$ cat config.mk
export PLATFORM = sky130hd
export DESIGN_NAME = schieber_arbiter_flat
export DESIGN_NICKNAME = d
export VERILOG_FILES = /design/src/rtl/schieber_arbiter_if.sv /design/src/rtl/schieber_arbiter.sv /design/src/flat_wrapper.sv
export SDC_FILE = /design/constraint.sdc
export NUM_CORES = 1
export LEC_CHECK = 0
export CORE_ASPECT_RATIO = 0.5
export CORE_MARGIN = 5
export CORE_UTILIZATION = 54
export DETAILED_ROUTE_END_ITERATION = 10
export HOLD_SLACK_MARGIN = 0.06
export PLACE_DENSITY = 0.88
export SETUP_SLACK_MARGIN = 0.4
export SLEW_MARGIN = 20
export SYNTH_ARGS = -nofsm -noshare
export SYNTH_HDL_FRONTEND = slang
export SYNTH_SLANG_ARGS = --single-unit
$ cat constraint.sdc
create_clock -name Takt -period 6.3 [get_ports Takt]
set_clock_uncertainty 0.05 [all_clocks]
set_input_delay 1.26 -clock Takt [delete_from_list [all_inputs] [get_ports Takt]]
set_output_delay 1.26 -clock Takt [all_outputs]
set_load 0.01 [all_outputs]
$ cat src/rtl/schieber_arbiter_if.sv
// Bundle between two rotate requesters plus one result consumer and the
// shared rotator arbiter. The master side drives the requests and the
// consumer acceptance. The slave side (the arbiter) drives the grants and
// the result.
interface schieber_arbiter_if #(
    parameter int BREITE     = 32,
    parameter int LOG2BREITE = 5
);
    logic                  A_Anfrage;
    logic [BREITE-1:0]     A_Zahl;
    logic [LOG2BREITE-1:0] A_Stellen;
    logic                  A_SchiebRechts;
    logic                  A_Bereit;

    logic                  B_Anfrage;
    logic [BREITE-1:0]     B_Zahl;
    logic [LOG2BREITE-1:0] B_Stellen;
    logic                  B_SchiebRechts;
    logic                  B_Bereit;

    logic [BREITE-1:0]     Ergebnis;
    logic                  ErgebnisGueltig;
    logic                  ErgebnisQuelle;
    logic                  ErgebnisAnnahme;

    modport master (
        output A_Anfrage, A_Zahl, A_Stellen, A_SchiebRechts,
        output B_Anfrage, B_Zahl, B_Stellen, B_SchiebRechts,
        output ErgebnisAnnahme,
        input  A_Bereit, B_Bereit,
        input  Ergebnis, ErgebnisGueltig, ErgebnisQuelle
    );

    modport slave (
        input  A_Anfrage, A_Zahl, A_Stellen, A_SchiebRechts,
        input  B_Anfrage, B_Zahl, B_Stellen, B_SchiebRechts,
        input  ErgebnisAnnahme,
        output A_Bereit, B_Bereit,
        output Ergebnis, ErgebnisGueltig, ErgebnisQuelle
    );
endinterface

$ cat src/rtl/schieber_arbiter.sv
// Round-robin arbiter that shares one cyclic barrel rotator between two
// requesters. The result sits in a single-entry output register. That
// register is refilled in the same cycle it is consumed, so throughput is
// one result per clock.
module schieber_arbiter #(
    parameter int BREITE     = 32,
    parameter int LOG2BREITE = 5
) (
    input  logic               Takt,
    input  logic               Reset_n,
    schieber_arbiter_if.slave  bus
);

    logic [BREITE-1:0]     ergebnis_q, ergebnis_d;
    logic                  gueltig_q, gueltig_d;
    logic                  quelle_q, quelle_d;
    logic                  vorrang_q, vorrang_d;   // 0 = A has priority, 1 = B

    logic                  frei;
    logic                  a_bereit, b_bereit;
    logic                  a_xfer, b_xfer;
    logic [BREITE-1:0]     operand;
    logic [LOG2BREITE-1:0] stellen;
    logic                  rechts;
    logic [LOG2BREITE-1:0] rechts_betrag;
    logic [BREITE-1:0]     rotiert;

    // The output slot can take a new result when it is empty or is drained
    // this cycle. Grants use only the other port's request, never the port's
    // own request, so no combinational loop can form through a requester.
    // Grants are suppressed while reset is asserted.
    assign frei     = !gueltig_q || bus.ErgebnisAnnahme;
    assign a_bereit = Reset_n && frei && (!vorrang_q || !bus.B_Anfrage);
    assign b_bereit = Reset_n && frei && ( vorrang_q || !bus.A_Anfrage);
    assign a_xfer   = bus.A_Anfrage && a_bereit;
    assign b_xfer   = bus.B_Anfrage && b_bereit;

    assign bus.A_Bereit        = a_bereit;
    assign bus.B_Bereit        = b_bereit;
    assign bus.Ergebnis        = ergebnis_q;
    assign bus.ErgebnisGueltig = gueltig_q;
    assign bus.ErgebnisQuelle  = quelle_q;

    // Operand select feeding the single shared rotator. A left rotate by s is
    // a right rotate by (BREITE - s) mod BREITE, i.e. the two's complement of s.
    always_comb begin
        operand = b_xfer ? bus.B_Zahl         : bus.A_Zahl;
        stellen = b_xfer ? bus.B_Stellen      : bus.A_Stellen;
        rechts  = b_xfer ? bus.B_SchiebRechts : bus.A_SchiebRechts;
        rechts_betrag = rechts ? stellen : (~stellen + 1'b1);
    end

    // Logarithmic barrel rotator (right): stage i rotates by 2**i when bit i is set.
    always_comb begin
        rotiert = operand;
        for (int i = 0; i < LOG2BREITE; i++) begin
            if (rechts_betrag[i]) begin
                rotiert = (rotiert >> (1 << i)) | (rotiert << (BREITE - (1 << i)));
            end
        end
    end

    // Next-state logic. A transfer loads the output slot and hands priority
    // to the port not served. A bare consume empties the slot.
    always_comb begin
        ergebnis_d = ergebnis_q;
        gueltig_d  = gueltig_q;
        quelle_d   = quelle_q;
        vorrang_d  = vorrang_q;
        if (a_xfer || b_xfer) begin
            ergebnis_d = rotiert;
            gueltig_d  = 1'b1;
            quelle_d   = b_xfer;
            vorrang_d  = a_xfer;
        end else if (gueltig_q && bus.ErgebnisAnnahme) begin
            gueltig_d  = 1'b0;
        end
    end

    // State registers with synchronous active-low reset.
    always_ff @(posedge Takt) begin
        if (!Reset_n) begin
            ergebnis_q <= '0;
            gueltig_q  <= 1'b0;
            quelle_q   <= 1'b0;
            vorrang_q  <= 1'b0;
        end else begin
            ergebnis_q <= ergebnis_d;
            gueltig_q  <= gueltig_d;
            quelle_q   <= quelle_d;
            vorrang_q  <= vorrang_d;
        end
    end

endmodule

$ cat src/flat_wrapper.sv
// flat-port wrapper written by rule: the top's interface ports become plain ports
module schieber_arbiter_flat 
#(
    parameter int BREITE     = 32,
    parameter int LOG2BREITE = 5
)
  (Takt, Reset_n, bus_A_Anfrage, bus_A_Zahl, bus_A_Stellen, bus_A_SchiebRechts, bus_B_Anfrage, bus_B_Zahl, bus_B_Stellen, bus_B_SchiebRechts, bus_ErgebnisAnnahme, bus_A_Bereit, bus_B_Bereit, bus_Ergebnis, bus_ErgebnisGueltig, bus_ErgebnisQuelle);
  schieber_arbiter_if #(.BREITE(BREITE), .LOG2BREITE(LOG2BREITE)) bus_i ();
  input  logic Takt;
  input  logic Reset_n;
  input wire logic [$bits(bus_i.A_Anfrage)-1:0] bus_A_Anfrage;
  input wire logic [$bits(bus_i.A_Zahl)-1:0] bus_A_Zahl;
  input wire logic [$bits(bus_i.A_Stellen)-1:0] bus_A_Stellen;
  input wire logic [$bits(bus_i.A_SchiebRechts)-1:0] bus_A_SchiebRechts;
  input wire logic [$bits(bus_i.B_Anfrage)-1:0] bus_B_Anfrage;
  input wire logic [$bits(bus_i.B_Zahl)-1:0] bus_B_Zahl;
  input wire logic [$bits(bus_i.B_Stellen)-1:0] bus_B_Stellen;
  input wire logic [$bits(bus_i.B_SchiebRechts)-1:0] bus_B_SchiebRechts;
  input wire logic [$bits(bus_i.ErgebnisAnnahme)-1:0] bus_ErgebnisAnnahme;
  output wire logic [$bits(bus_i.A_Bereit)-1:0] bus_A_Bereit;
  output wire logic [$bits(bus_i.B_Bereit)-1:0] bus_B_Bereit;
  output wire logic [$bits(bus_i.Ergebnis)-1:0] bus_Ergebnis;
  output wire logic [$bits(bus_i.ErgebnisGueltig)-1:0] bus_ErgebnisGueltig;
  output wire logic [$bits(bus_i.ErgebnisQuelle)-1:0] bus_ErgebnisQuelle;
  assign bus_i.A_Anfrage = bus_A_Anfrage;
  assign bus_i.A_Zahl = bus_A_Zahl;
  assign bus_i.A_Stellen = bus_A_Stellen;
  assign bus_i.A_SchiebRechts = bus_A_SchiebRechts;
  assign bus_i.B_Anfrage = bus_B_Anfrage;
  assign bus_i.B_Zahl = bus_B_Zahl;
  assign bus_i.B_Stellen = bus_B_Stellen;
  assign bus_i.B_SchiebRechts = bus_B_SchiebRechts;
  assign bus_i.ErgebnisAnnahme = bus_ErgebnisAnnahme;
  assign bus_A_Bereit = bus_i.A_Bereit;
  assign bus_B_Bereit = bus_i.B_Bereit;
  assign bus_Ergebnis = bus_i.Ergebnis;
  assign bus_ErgebnisGueltig = bus_i.ErgebnisGueltig;
  assign bus_ErgebnisQuelle = bus_i.ErgebnisQuelle;
  schieber_arbiter #(.BREITE(BREITE), .LOG2BREITE(LOG2BREITE)) u_core (.Takt(Takt), .Reset_n(Reset_n), .bus(bus_i));
endmodule
==> impl_metrics.py <==
metrics = {
    "status": {
        "run_status": "completed",
    },
    "timing": {
        "slew-limit-headroom_pct": 40.2,
        "grt_setup_unrepaired": "false",
        "fin_max_slew_vios": 0,
        "timing_worst_slew_pin_value_ns": 0.880,
        "fin_setup_tns_ns": 0,
        "timing.final.crit_share_pct": 81.3,
        "final-hold-violation-count": 0,
        "post_route_minimum_period_ns": 5.12,
        "holdWs_ns": 0.413,
        "timing.fmax_mhz": 195,
        "setup_viol_count_final": 0,
    },
    "yosys": {
        "ys_top_cells_by_count": "95 x nand2_1, 68 x mux2i_1, 45 x mux2_2",
        "synth_largest_area_cell": "dfxtp_1",
        "post-synth-top-count-cell": "nand2_1",
        "syn-mean-instance-area_sq_um": 7.67,
        "synth.yosys.seq_area_share_pct": 15.9,
        "netlist_top_cells_area": "dfxtp_1 16%, mux2i_1 15%, mux2_2 11%",
        "syn_area_sq_um": 4420,
        "synth_warnings": 0,
        "synth_enable_flop_cells": 0,
        "synth.top_cell.area_share_pct": 15.9,
        "syn_inst": 576,
        "ys_seq_elements": 35,
        "async_reset_ff_share_pct": 0,
        "postSynth.topFlopCell": "dfxtp_1",
        "yosysUniqueCellTypes": 55,
        "synth_fp_nets": 658,
    },
    "grt": {
        "grt_util_all_layers_pct": 32.6,
        "antenna_found_initial": 0,
        "first_global_vias": 4822,
        "gr-total-overflow": 0,
        "maximum_number_of_pins_on_one_net_before_global_route_repair": 38,
        "grt_pass1_wl_microns": 26100,
    },
    "critical_path": {
        "worstSetupStartpointType": "primary input",
        "cp_data_arrival_time_ns": 5.27,
        "cp_max_fo": 37,
        "ff2ff_path_depth": 10,
        "timing.critical_path.slowest_stage_cell": "a31oi_1",
        "worst_setup_path_end_kind": "flop",
        "setup.worst_path.class": "primary input to flop",
        "cp_common_cell": "o211ai_1",
        "cp_cell_sequence": "clkdlybuf4s50_1 > and4_4 > mux2i_1 > ha_1 > mux2_2 > mux2i_4 > o211ai_1 > a31oi_1 > a222oi_1 > o211ai_1",
        "slowest_delay_ns": 0.74,
        "critPathRequiredTime_ns": 6.45,
    },
    "route": {
        "drt-wirelength-per-cell_microns": 22.5,
        "detailedRoute.firstPassIterationCount": 9,
        "ant_nets": 0,
        "detail_route.iter0.violations": 1020,
        "wirelength_microns": 17300,
        "dr_total_vias": 5390,
        "viasPerCell": 6.99,
        "route.detailed.drc": 0,
    },
    "final_layout": {
        "nNetsFinal": 740,
        "layout.filler_cells": 661,
        "insertedDiodeCount": 0,
        "finish.utilization_pct": 71.2,
        "syn_to_final_growth_pct": 28.5,
        "layout-drive-gt1-share_pct": 12.6,
    },
    "run": {
        "max-cap-violations": 0,
    },
    "floorplanning": {
        "core_sq_um": 7970,
        "die-height_microns": 74.0,
        "floorplan.die.width_microns": 138,
        "die-area_sq_um": 10200,
        "initial_utilization_pct": 55.4,
        "fp-row-count": 23,
        "boundaryPins": 117,
    },
    "cts": {
        "numClockSinks": 35,
        "clk_pin_slew_worst_paths_ns": 0.06,
        "cts_buffer_count": 5,
        "cts.path.max_buffers": 2,
        "ctsHtreeMaxLevel": 2,
        "post_cts.repair.setup_buffers": 0,
        "cts-root-buf": "clkbuf_16",
        "cts_hold_buffers": 0,
        "clk_latency_ns": 0.27,
        "cts_resized": 0,
        "tritoncts": "done",
    },
    "placement": {
        "io_buffers": 116,
        "dpl.hpwl_microns": 13000,
        "final_weighted_congestion_of_routability_driven_global_placement": 1.11,
    },
    "pwr": {
        "powerDensity_nw_per_um2": 212,
        "power.ir.vdd_worst_uv": 176,
        "static_leakage_nw": 2.30,
    },
    "hold_path": {
        "timing.hold.worst_path_depth": 2,
        "timing.hold.worst.class": "flop to flop",
    },
}
==> metal layers <==
layer	part of all wire (%)	GRT usage [%]	wire (microns)
met5	0.32	4.17	56
met3	17	13.3	2910
met2	39	46.0	6820
met1	42	46.4	7280
met4	1.6	6.68	272
==> path summary, 6_finish.rpt <==
kind                                                            from                                   end  slack [ns]
worst max-delay path                                   bus_B_Anfrage  u_core.bus.Ergebnis[26]$_SDFFE_PN0P_        1.18
worst min-delay path            u_core.bus.Ergebnis[22]$_SDFFE_PN0P_  u_core.bus.Ergebnis[22]$_SDFFE_PN0P_        0.41
worst max register to register         u_core.vorrang_q$_SDFFE_PN0P_  u_core.bus.Ergebnis[26]$_SDFFE_PN0P_        2.31
worst min register to register  u_core.bus.Ergebnis[22]$_SDFFE_PN0P_  u_core.bus.Ergebnis[22]$_SDFFE_PN0P_        0.41
==> flip-flops by register name, indices dropped and copies added (netlist names) <==
name and flops:
u_core.vorrang_q 1, u_core.bus.ErgebnisGueltig 1, u_core.bus.ErgebnisQuelle 1, u_core.bus.Ergebnis 32
==> per-stage QoR <==
step	setup slack (ns)	total power, mW	cells	cell area, sq um
final	1.18	1.21	771	5670
after floorplan	2.25	0.668	576	4420
after global placement	1.25	0.931	763	5530
after detailed placement	1.12	0.938	763	5530
after CTS	1.41	1.18	771	5670
after global routing	1.10	1.26	771	5670
==> layout make-up <==
type	count	area [sq um]	area share (%)
clock buffers	6	129	2.27
clock inverters	2	12.5	0.221
multi-input cells	488	3450	60.8
flip-flops and latches	35	701	12.3
well taps	112	140	2.47
repair buffers	128	1240	21.9
==> cell usage in the layout, fill, tap and decap left out, types with 4 or more instances in the layout <==
cell type | synthesis | final
o2111ai_1 | 8 | 8
clkdlybuf4s50_1 | 0 | 114
o21ai_0 | 20 | 20
o211ai_1 | 17 | 17
nor3_1 | 27 | 25
buf_4 | 3 | 12
nor2b_1 | 5 | 5
a211oi_1 | 15 | 15
xnor2_1 | 4 | 4
mux2i_1 | 68 | 66
nand3_1 | 11 | 11
a22oi_1 | 29 | 29
or2_0 | 4 | 4
nand2_1 | 95 | 95
mux2_2 | 45 | 45
nor2_1 | 37 | 37
clkbuf_16 | 0 | 5
or3_1 | 6 | 6
dfxtp_1 | 35 | 35
a21oi_1 | 10 | 10
and3_1 | 10 | 10
a31oi_1 | 13 | 13
a222oi_1 | 17 | 17
==> critical path, delay by kind of cell <==
family          cells  cell delay (ns)
compound gates      4             1.30
fa+ha+maj           1             0.32
buf+inv             1             0.65
mux                 3             1.11
simple gates        1             0.60
==> report_power, final <==
| group | internal, mW | switching [mW] | total (mW) |
|---|---|---|---|
| registers | 0.269 | 0.0298 | 0.299 |
| clock network | 0.146 | 0.0920 | 0.238 |
| logic | 0.288 | 0.381 | 0.669 |
==> logic make-up after synthesis <==
family / share of synthesized area, %
and+or+nand+nor: 21.9
DFF: 15.9
muxes: 28.0
adders and majority gates: 0.283
xor gates and xnor gates: 1.39
AOI/OAI and AO/OA: 26.1
buffers and inverters: 6.43
(Power assumes the default switching activity.)
